## config.mk

```make
export PLATFORM = sky130hd
export DESIGN_NAME = mul_issue_queue_flat
export DESIGN_NICKNAME = d
export VERILOG_FILES = /design/src/rtl/mul_issue_queue_if.sv /design/src/rtl/mul_issue_queue.sv /design/src/flat_wrapper.sv
export SDC_FILE = /design/constraint.sdc
export NUM_CORES = 1
export LEC_CHECK = 0
export CORE_MARGIN = 4
export CORE_UTILIZATION = 53
export CTS_CLUSTER_DIAMETER = 50
export DETAILED_ROUTE_END_ITERATION = 6
export PLACE_DENSITY = 0.76
export SLEW_MARGIN = 20
export SYNTH_ARGS = -nofsm -noshare
export SYNTH_HDL_FRONTEND = slang
export SYNTH_SLANG_ARGS = --single-unit
```

## constraint.sdc

```tcl
create_clock -name clk -period 9.5 [get_ports clk]
set_clock_uncertainty 0.1 [all_clocks]
set_input_delay 1.425 -clock clk [delete_from_list [all_inputs] [get_ports clk]]
set_output_delay 1.425 -clock clk [all_outputs]
set_load 0.1 [all_outputs]
```

## src/rtl/mul_issue_queue_if.sv

```systemverilog
// Dispatch-side and unit-side buses of the multiply/divide issue queue.
// The queue uses the slave view; dispatch and the unit together form the master view.
interface mul_issue_queue_if #(
  parameter int CNTRL_SIZE = 7,
  parameter int RV         = 64,
  parameter int NHART      = 1,
  parameter int LNHART     = 0,
  parameter int LNCOMMIT   = 5
);
  localparam int HW = (NHART == 1) ? 1 : LNHART;

  logic                  in_valid;
  logic                  in_ready;
  logic [CNTRL_SIZE-1:0] in_control;
  logic [LNCOMMIT-1:0]   in_rd;
  logic                  in_makes_rd;
  logic [RV-1:0]         in_r1;
  logic [RV-1:0]         in_r2;
  logic [HW-1:0]         in_hart;

  logic                  divide_busy;
  logic                  enable;
  logic [CNTRL_SIZE-1:0] control;
  logic [LNCOMMIT-1:0]   rd;
  logic                  makes_rd;
  logic [HW-1:0]         hart;
  logic [RV-1:0]         r1;
  logic [RV-1:0]         r2;

  modport master (
    output in_valid, in_control, in_rd, in_makes_rd, in_r1, in_r2, in_hart, divide_busy,
    input  in_ready, enable, control, rd, makes_rd, hart, r1, r2
  );

  modport slave (
    input  in_valid, in_control, in_rd, in_makes_rd, in_r1, in_r2, in_hart, divide_busy,
    output in_ready, enable, control, rd, makes_rd, hart, r1, r2
  );
endinterface

```

## src/rtl/mul_issue_queue.sv

```systemverilog
// In-order issue queue in front of the multiply/divide unit; serialises divides and drops killed ops.
// Optional same-cycle bypass into an empty queue is enabled by defining MULQ_BYPASS_EN.
module mul_issue_queue #(
  parameter int CNTRL_SIZE = 7,
  parameter int RV         = 64,
  parameter int NHART      = 1,
  parameter int LNHART     = 0,
  parameter int NCOMMIT    = 32,
  parameter int LNCOMMIT   = 5,
  parameter int DEPTH      = 4,
  parameter int LNDEPTH    = 2
) (
  input  logic                clk,
  input  logic                reset,
  mul_issue_queue_if.slave    bus,
  input  logic [NCOMMIT-1:0]  commit_kill_0,
  output logic                empty
);
  localparam int HW = (NHART == 1) ? 1 : LNHART;

  typedef struct packed {
    logic [CNTRL_SIZE-1:0] control;
    logic [LNCOMMIT-1:0]   rd;
    logic                  makes_rd;
    logic [HW-1:0]         hart;
    logic [RV-1:0]         r1;
    logic [RV-1:0]         r2;
  } op_t;

  op_t                ops [DEPTH];
  logic [DEPTH-1:0]   valid;
  logic [DEPTH-1:0]   dead;
  logic [LNDEPTH-1:0] head;
  logic [LNDEPTH-1:0] tail;
  logic [LNDEPTH:0]   count;
  logic               div_hold;
  logic [RV-1:0]      r1_q;
  logic [RV-1:0]      r2_q;

  op_t  in_op;
  op_t  head_op;
  op_t  issue_op;
  logic head_valid;
  logic head_killed;
  logic head_div;
  logic div_free;
  logic head_ok;
  logic bypass;
  logic issue;
  logic pop;
  logic push;
  logic ready;

  assign in_op = '{control:  bus.in_control,
                   rd:       bus.in_rd,
                   makes_rd: bus.in_makes_rd,
                   hart:     bus.in_hart,
                   r1:       bus.in_r1,
                   r2:       bus.in_r2};

  assign head_op     = ops[head];
  assign head_valid  = valid[head];
  assign head_killed = dead[head] | commit_kill_0[head_op.rd];
  assign head_div    = !head_op.control[5] && !head_op.control[0];
  // div_hold covers the cycle between a divide issuing and divide_busy rising.
  assign div_free    = !bus.divide_busy && !div_hold;
  assign head_ok     = head_valid && !head_killed && (!head_div || div_free);

`ifdef MULQ_BYPASS_EN
  assign bypass = (count == '0) && bus.in_valid && !commit_kill_0[bus.in_rd] &&
                  (bus.in_control[5] || bus.in_control[0] || div_free);
`else
  assign bypass = 1'b0;
`endif

  assign issue = head_ok | bypass;
  // A killed head leaves the queue without reaching the unit.
  assign pop   = head_ok | (head_valid && head_killed);
  assign ready = !count[LNDEPTH];
  assign push  = bus.in_valid && ready && !bypass;

  always_comb begin
    issue_op = head_op;
    if (bypass) issue_op = in_op;
  end

  assign bus.in_ready = ready;
  assign bus.enable   = issue;
  assign bus.control  = issue_op.control;
  assign bus.rd       = issue_op.rd;
  assign bus.makes_rd = issue_op.makes_rd;
  assign bus.hart     = issue_op.hart;
  assign bus.r1       = r1_q;
  assign bus.r2       = r2_q;
  assign empty        = (count == '0);

  always_ff @(posedge clk) begin
    if (reset) begin
      head     <= '0;
      tail     <= '0;
      count    <= '0;
      valid    <= '0;
      dead     <= '0;
      div_hold <= 1'b0;
      r1_q     <= '0;
      r2_q     <= '0;
    end else begin
      div_hold <= issue && !issue_op.control[5] && !issue_op.control[0];
      if (issue) begin
        r1_q <= issue_op.r1;
        r2_q <= issue_op.r2;
      end
      for (int i = 0; i < DEPTH; i++) begin
        if (valid[i] && commit_kill_0[ops[i].rd]) dead[i] <= 1'b1;
      end
      if (pop) begin
        valid[head] <= 1'b0;
        head        <= head + LNDEPTH'(1);
      end
      if (push) begin
        valid[tail] <= 1'b1;
        dead[tail]  <= commit_kill_0[bus.in_rd];
        tail        <= tail + LNDEPTH'(1);
      end
      count <= count + (LNDEPTH+1)'(push) - (LNDEPTH+1)'(pop);
    end
  end

  // NOTE: payload storage has no reset; valid bits alone decide whether a slot means anything.
  always_ff @(posedge clk) begin
    if (push) ops[tail] <= in_op;
  end
endmodule

```

## src/flat_wrapper.sv

```systemverilog
// flat-port wrapper written by rule: the top's interface ports become plain ports
module mul_issue_queue_flat 
#(
  parameter int CNTRL_SIZE = 7,
  parameter int RV         = 64,
  parameter int NHART      = 1,
  parameter int LNHART     = 0,
  parameter int NCOMMIT    = 32,
  parameter int LNCOMMIT   = 5,
  parameter int DEPTH      = 4,
  parameter int LNDEPTH    = 2
)
  (clk, reset, commit_kill_0, empty, bus_in_valid, bus_in_control, bus_in_rd, bus_in_makes_rd, bus_in_r1, bus_in_r2, bus_in_hart, bus_divide_busy, bus_in_ready, bus_enable, bus_control, bus_rd, bus_makes_rd, bus_hart, bus_r1, bus_r2);
  mul_issue_queue_if #(.CNTRL_SIZE(CNTRL_SIZE), .RV(RV), .NHART(NHART), .LNHART(LNHART), .LNCOMMIT(LNCOMMIT)) bus_i ();
  input  logic clk;
  input  logic reset;
  input  logic [NCOMMIT-1:0] commit_kill_0;
  output logic empty;
  input wire logic [$bits(bus_i.in_valid)-1:0] bus_in_valid;
  input wire logic [$bits(bus_i.in_control)-1:0] bus_in_control;
  input wire logic [$bits(bus_i.in_rd)-1:0] bus_in_rd;
  input wire logic [$bits(bus_i.in_makes_rd)-1:0] bus_in_makes_rd;
  input wire logic [$bits(bus_i.in_r1)-1:0] bus_in_r1;
  input wire logic [$bits(bus_i.in_r2)-1:0] bus_in_r2;
  input wire logic [$bits(bus_i.in_hart)-1:0] bus_in_hart;
  input wire logic [$bits(bus_i.divide_busy)-1:0] bus_divide_busy;
  output wire logic [$bits(bus_i.in_ready)-1:0] bus_in_ready;
  output wire logic [$bits(bus_i.enable)-1:0] bus_enable;
  output wire logic [$bits(bus_i.control)-1:0] bus_control;
  output wire logic [$bits(bus_i.rd)-1:0] bus_rd;
  output wire logic [$bits(bus_i.makes_rd)-1:0] bus_makes_rd;
  output wire logic [$bits(bus_i.hart)-1:0] bus_hart;
  output wire logic [$bits(bus_i.r1)-1:0] bus_r1;
  output wire logic [$bits(bus_i.r2)-1:0] bus_r2;
  assign bus_i.in_valid = bus_in_valid;
  assign bus_i.in_control = bus_in_control;
  assign bus_i.in_rd = bus_in_rd;
  assign bus_i.in_makes_rd = bus_in_makes_rd;
  assign bus_i.in_r1 = bus_in_r1;
  assign bus_i.in_r2 = bus_in_r2;
  assign bus_i.in_hart = bus_in_hart;
  assign bus_i.divide_busy = bus_divide_busy;
  assign bus_in_ready = bus_i.in_ready;
  assign bus_enable = bus_i.enable;
  assign bus_control = bus_i.control;
  assign bus_rd = bus_i.rd;
  assign bus_makes_rd = bus_i.makes_rd;
  assign bus_hart = bus_i.hart;
  assign bus_r1 = bus_i.r1;
  assign bus_r2 = bus_i.r2;
  mul_issue_queue #(.CNTRL_SIZE(CNTRL_SIZE), .RV(RV), .NHART(NHART), .LNHART(LNHART), .NCOMMIT(NCOMMIT), .LNCOMMIT(LNCOMMIT), .DEPTH(DEPTH), .LNDEPTH(LNDEPTH)) u_core (.clk(clk), .reset(reset), .bus(bus_i), .commit_kill_0(commit_kill_0), .empty(empty));
endmodule
```

# [Word-level counts from Yosys, hierarchy flattened]
# Memories as Yosys holds them, arrays and structs flattened. A register that Yosys moved wholly into a read port is not among the register bits.
# Index checks and enable logic that the tools add are counted.
[op_classes] add_sub_neg=4 n_lt_le_gt_ge=10 muxes=37 n_bitwise=5 n_reduce_logical=23
[op_table] operator="$lt A5 B6 Y1 const B" count=6
[op_table] operator="$bmux W1 S5" count=6
[op_table] operator="$mux W1" count=20
[op_table] operator="$mux W4" count=4
[op_table] operator="$logic_and A1 B1 Y1" count=14
[op_table] operator="$logic_not A1 Y1" count=7
[op_table] operator="$lt A2 B3 Y1 const B" count=2
[op_table] operator="$add A2 B1 Y2 const B" count=2
[op_table] operator="$and A4 B4 Y4" count=1
[op_table] operator="$bmux W1 S2" count=2
[op_table] operator="$bwmux W4" count=1
[op_table] operator="$demux W1 S2" count=2
[op_table] operator="$ge A2 B1 Y1 const B" count=2
[op_table] operator="$mux W2" count=2
[op_table] operator="$not A4 Y4" count=1
[op_table] operator="$or A4 B4 Y4" count=1
[op_table] operator="$add A3 B1 Y3" count=1
[op_table] operator="$logic_not A3 Y1" count=1
[op_table] operator="$sub A3 B1 Y3" count=1
[op_table] operator="$or A1 B1 Y1" count=2
[op_table] operator="$logic_or A1 B1 Y1" count=1
[word_totals] ff_bits=144 ramBits=568 inputBits=178 output_inout_bits=145 wordCells=88 n_memories=1
[memory_table] memory="u_core.ops" words=4 width=142 rd=5 rd_clocked_by_memory_dff=1 wr=1 line_no="mul_issue_queue.sv:30" source="op_t ops [DEPTH];"

# [Depth between registers and ports, before layout]
[depth] word_depth=11 mapped_depth=19 mapped_depth_nobuf=14

# [Worst setup path after synthesis]
# Ideal clock, no wire load.
[synth_path] kind="input-to-reg" startpoint="input bus_in_valid" endpoint="memory u_core.ops[0][0] in the netlist's numbering (enable)" setup_time_ps=495 t_arrival_ps=4698 required_time_ps=8905 setup_slack_ps=4206 stages=4 path_buffers=1 path_cell_list="nor2b_1 > clkbuf_1 > nand2_1 > inv_1"
[synth_via] elab_chain_cells=3
[synth_rtl] element="start: declaration" line_no="flat_wrapper.sv:19" source="input wire logic [$bits(bus_i.in_valid)-1:0] bus_in_valid;"
[synth_rtl] element="$logic_and A1 B1 Y1" line_no="mul_issue_queue.sv:80" source="assign push = bus.in_valid && ready && !bypass;"
[synth_rtl] element="via u_core.push" line_no="mul_issue_queue.sv:51" source="logic push;"
[synth_rtl] element="$mux W1" line_no="mul_issue_queue.sv:131" source="if (push) ops[tail] <= in_op;"
[synth_rtl] element="$mux W1 (not written as such)" line_no="mul_issue_queue.sv:131"
[synth_rtl] element="end: declaration" line_no="mul_issue_queue.sv:30"
# The timed path passes the listed nets, and every way through them passes these cells.

==> flow_summary_export.csv <==
group,metric,value,unit
die,ioPinCount,323,
logic_synthesis,synth_area_leaders,"edfxtp_1, mux4_2, dfxtp_1",
finish,nets,2014,
logic_synthesis,synthesis.area,27770,µm²
clock_network,cts_buffers,74,
logic_synthesis,synth_area_per_cell,18.00,µm²
die,core-area,51610,µm²
placed_design,placed_area,31400,µm²
timing,period_share,67.60,%
placed_design,gp_congestion,0.8357,
clock_network,cts.sinks,714,
die,initial_core_util,53.81,%
placed_design,portBuffers,322,
routing,wirelength,65.79,mm
critical_path,critical_path_class,"flip-flop to primary output",
critical_path,worstPathArrival,4.90,ns
logic_synthesis,yosys.area.top_type_share,61.42,%
critical_path,critPathRequiredTime,7.98,ns
die,num_rows,83,
global_routing,grt_pass1_wl,99.64,mm
routing,drc,0,
timing,fmax,155.7,MHz
timing,setup_viol,0,
clock_network,cts_tree,"yes",
routing,detail-route-antenna-nets,0,
status,status,"finished clean",
finish,drive_above_1_share,18.10,%
timing,relSlewSlack,25.98,%
logic_synthesis,syn_inst,1543,
timing,report.final.slew_viol_count,0,
clock_network,clockBufferDepth,3,
global_routing,overflow,0,
clock_network,clk_pin_slew,0.06,ns
logic_synthesis,yosysTopAreaCell,"edfxtp_1",
global_routing,grt_max_degree,109,
logic_synthesis,yosys_warnings,0,
logic_synthesis,synth_seq_cells,714,
die,die_area,56130,µm²
routing,drt_iter0_markers,1258,
clock_network,cts.repair.resized,0,
critical_path,cp-start-kind,"flip-flop",
routing,avgRoutedWirePerCell,25.58,µm
logic_synthesis,ys_seq_area_share,71.94,%
timing,rsz0062_at_grt,"false",
power,power_density,279.8,nW/µm²
global_routing,antenna_found_initial,13,
routing,num_vias,15520,
timing,tns,0,ns
logic_synthesis,synth_edf_count,568,
logic_synthesis,synth_ff_type,"edfxtp_1",
timing,hold_violations,0,
logic_synthesis,async_flop_share,0,%
flow_run,maxCapViolCount,0,
worst_hold_path,hp-class,"flip-flop to flip-flop",
routing,avgViaCountPerCell,6.034,
die,dieHeight,236.9,µm
finish,area_delta_synth_final,21.78,%
timing,tightest_slew,1.107,ns
power,peakVddDrop,257.1,µV
timing,min_period,6.422,ns
clock_network,clock_latency,0.60,ns
critical_path,worstPathMaxFanout,73,
finish,stdcell_area,33820,µm²
critical_path,end_kind,"primary output",
placed_design,hpwlAfterDp,38.69,mm
clock_network,postCtsHoldBufs,0,
clock_network,cts_setup_buffers,0,
routing,firstDrtPassIters,5,
power,leakage,10.55,nW
global_routing,grt_pass1_vias,15980,
die,die_w,236.9,µm
clock_network,ctsRootBufferMaster,"clkbuf_16",
global_routing,grtUsageTotal,23.30,%
logic_synthesis,netlist-cell-type-count,39,
logic_synthesis,syn_nets,1732,
clock_network,htree_num_levels,3,
==> synth_stat cells (all sizes together), types with 2 or more instances <==
| library cell | number |
|---|---|
| a211oi | 5 |
| buf | 47 |
| mux4 | 194 |
| inv | 14 |
| o21a | 2 |
| xnor2 | 3 |
| nand3 | 128 |
| o22ai | 2 |
| a22oi | 4 |
| edfxtp | 568 |
| nand2b | 3 |
| o21ai | 129 |
| nand2 | 8 |
| a21oi | 136 |
| clkbuf | 83 |
| mux2 | 11 |
| and2 | 3 |
| dfxtp | 146 |
| a31o | 2 |
| or2 | 2 |
| nor2 | 16 |
| ha | 10 |
| nor2b | 5 |
| mux2i | 13 |
| a311oi | 4 |
==> logic make-up after synthesis <==
group | synth area share (%)
XOR/XNOR | 0.09463
multiplexers | 16.67
buffers and inverters | 2.410
flip-flops | 71.94
AND/OR/NAND/NOR | 2.992
adder cells (fa/ha/maj) | 0.5226
AO/OA/AOI/OAI | 5.366
==> routing by layer <==
layer / GRT usage, % / share of wire [%]
met1: 31.30 / 39
met2: 37.73 / 50
met3: 6.301 / 7.7
met4: 7.343 / 2.8
met5: 0 / 0.13
==> layout by cell type (no fill, tap or decap), types with 3 or more instances in the layout <==
cell,instances
a21oi_1,136
a22oi_1,4
nand2_1,7
clkinv_2,7
mux4_2,194
nand3_1,128
o21ai_0,128
clkdlybuf4s50_1,321
nor2_1,16
inv_6,7
clkbuf_1,20
buf_4,13
diode_2,8
inv_1,10
a211oi_1,4
clkinv_1,8
clkbuf_8,13
ha_1,10
mux2i_1,13
a311oi_1,4
dfxtp_1,144
bufinv_16,3
clkbuf_16,77
xnor2_1,3
edfxtp_1,568
mux2_2,9
nand2b_1,3
nor2b_1,5
==> worst paths after layout <==
| kind | end | depth (start not counted) | slack (ns) | from |
|---|---|---|---|---|
| worst max register to register | u_core.count[2] | 14 | 4.43 | flip-flop |
| worst min register to register | u_core.bus.r2[22] | 2 | 0.37 | u_core.bus.r2[22] |
| worst min-delay path | u_core.bus.r2[22] | 2 | 0.37 | u_core.bus.r2[22] |
| worst max-delay path | bus_enable | 8 | 3.08 | flip-flop |
==> cell type report <==
cell class                 count  area, µm²
sequential                   714      19990
fill                        3502      17790
multi-input combinational    685       7148
timing repair buffer         336       3342
clock buffer                 110       2181
tap                          680      850.8
clock inverter                25      219.0
inverter                      14      72.57
antenna                        8      20.02
==> registers in the layout, indices dropped and copies added (netlist names), named ones only <==
name	cells
u_core.div_hold	1
u_core.bus.r1	64
u_core.valid	4
u_core.head	2
u_core.bus.r2	64
u_core.ops	568
u_core.count	3
u_core.tail	2
u_core.dead	4
==> where the power goes <==
group | internal [mW] | switching (mW)
registers | 3.73 | 0.148
clock network | 1.68 | 1.14
logic | 0.828 | 1.94
==> worst max-delay path, cell delays in order (launching register included) <==
cell and delay [ns]:
dfxtp_4 0.56, buf_4 0.71, mux4_2 0.67, and2_1 0.19, a31o_2 0.27, o21ai_4 0.14, buf_4 0.63, nor2_1 0.11
clkdlybuf4s50_1 1.00
==> through the flow <==
step           instances  util, %  power, mW  worst slack [ns]  hold WS [ns]
3_3_place_gp        2429    60.84      6.694             3.323        0.3606
3_5_place_dp        2429    60.84      6.731             3.343        0.3676
2_1_floorplan       1543        -      5.992             4.206        0.3861
5_1_grt             2571    65.52      9.835             2.785        0.3960
4_1_cts             2564    65.49      9.549             2.966        0.3752
6_report            2572    65.53      9.461             3.078        0.3739
No activity file was read; power rests on OpenSTA's default activity.
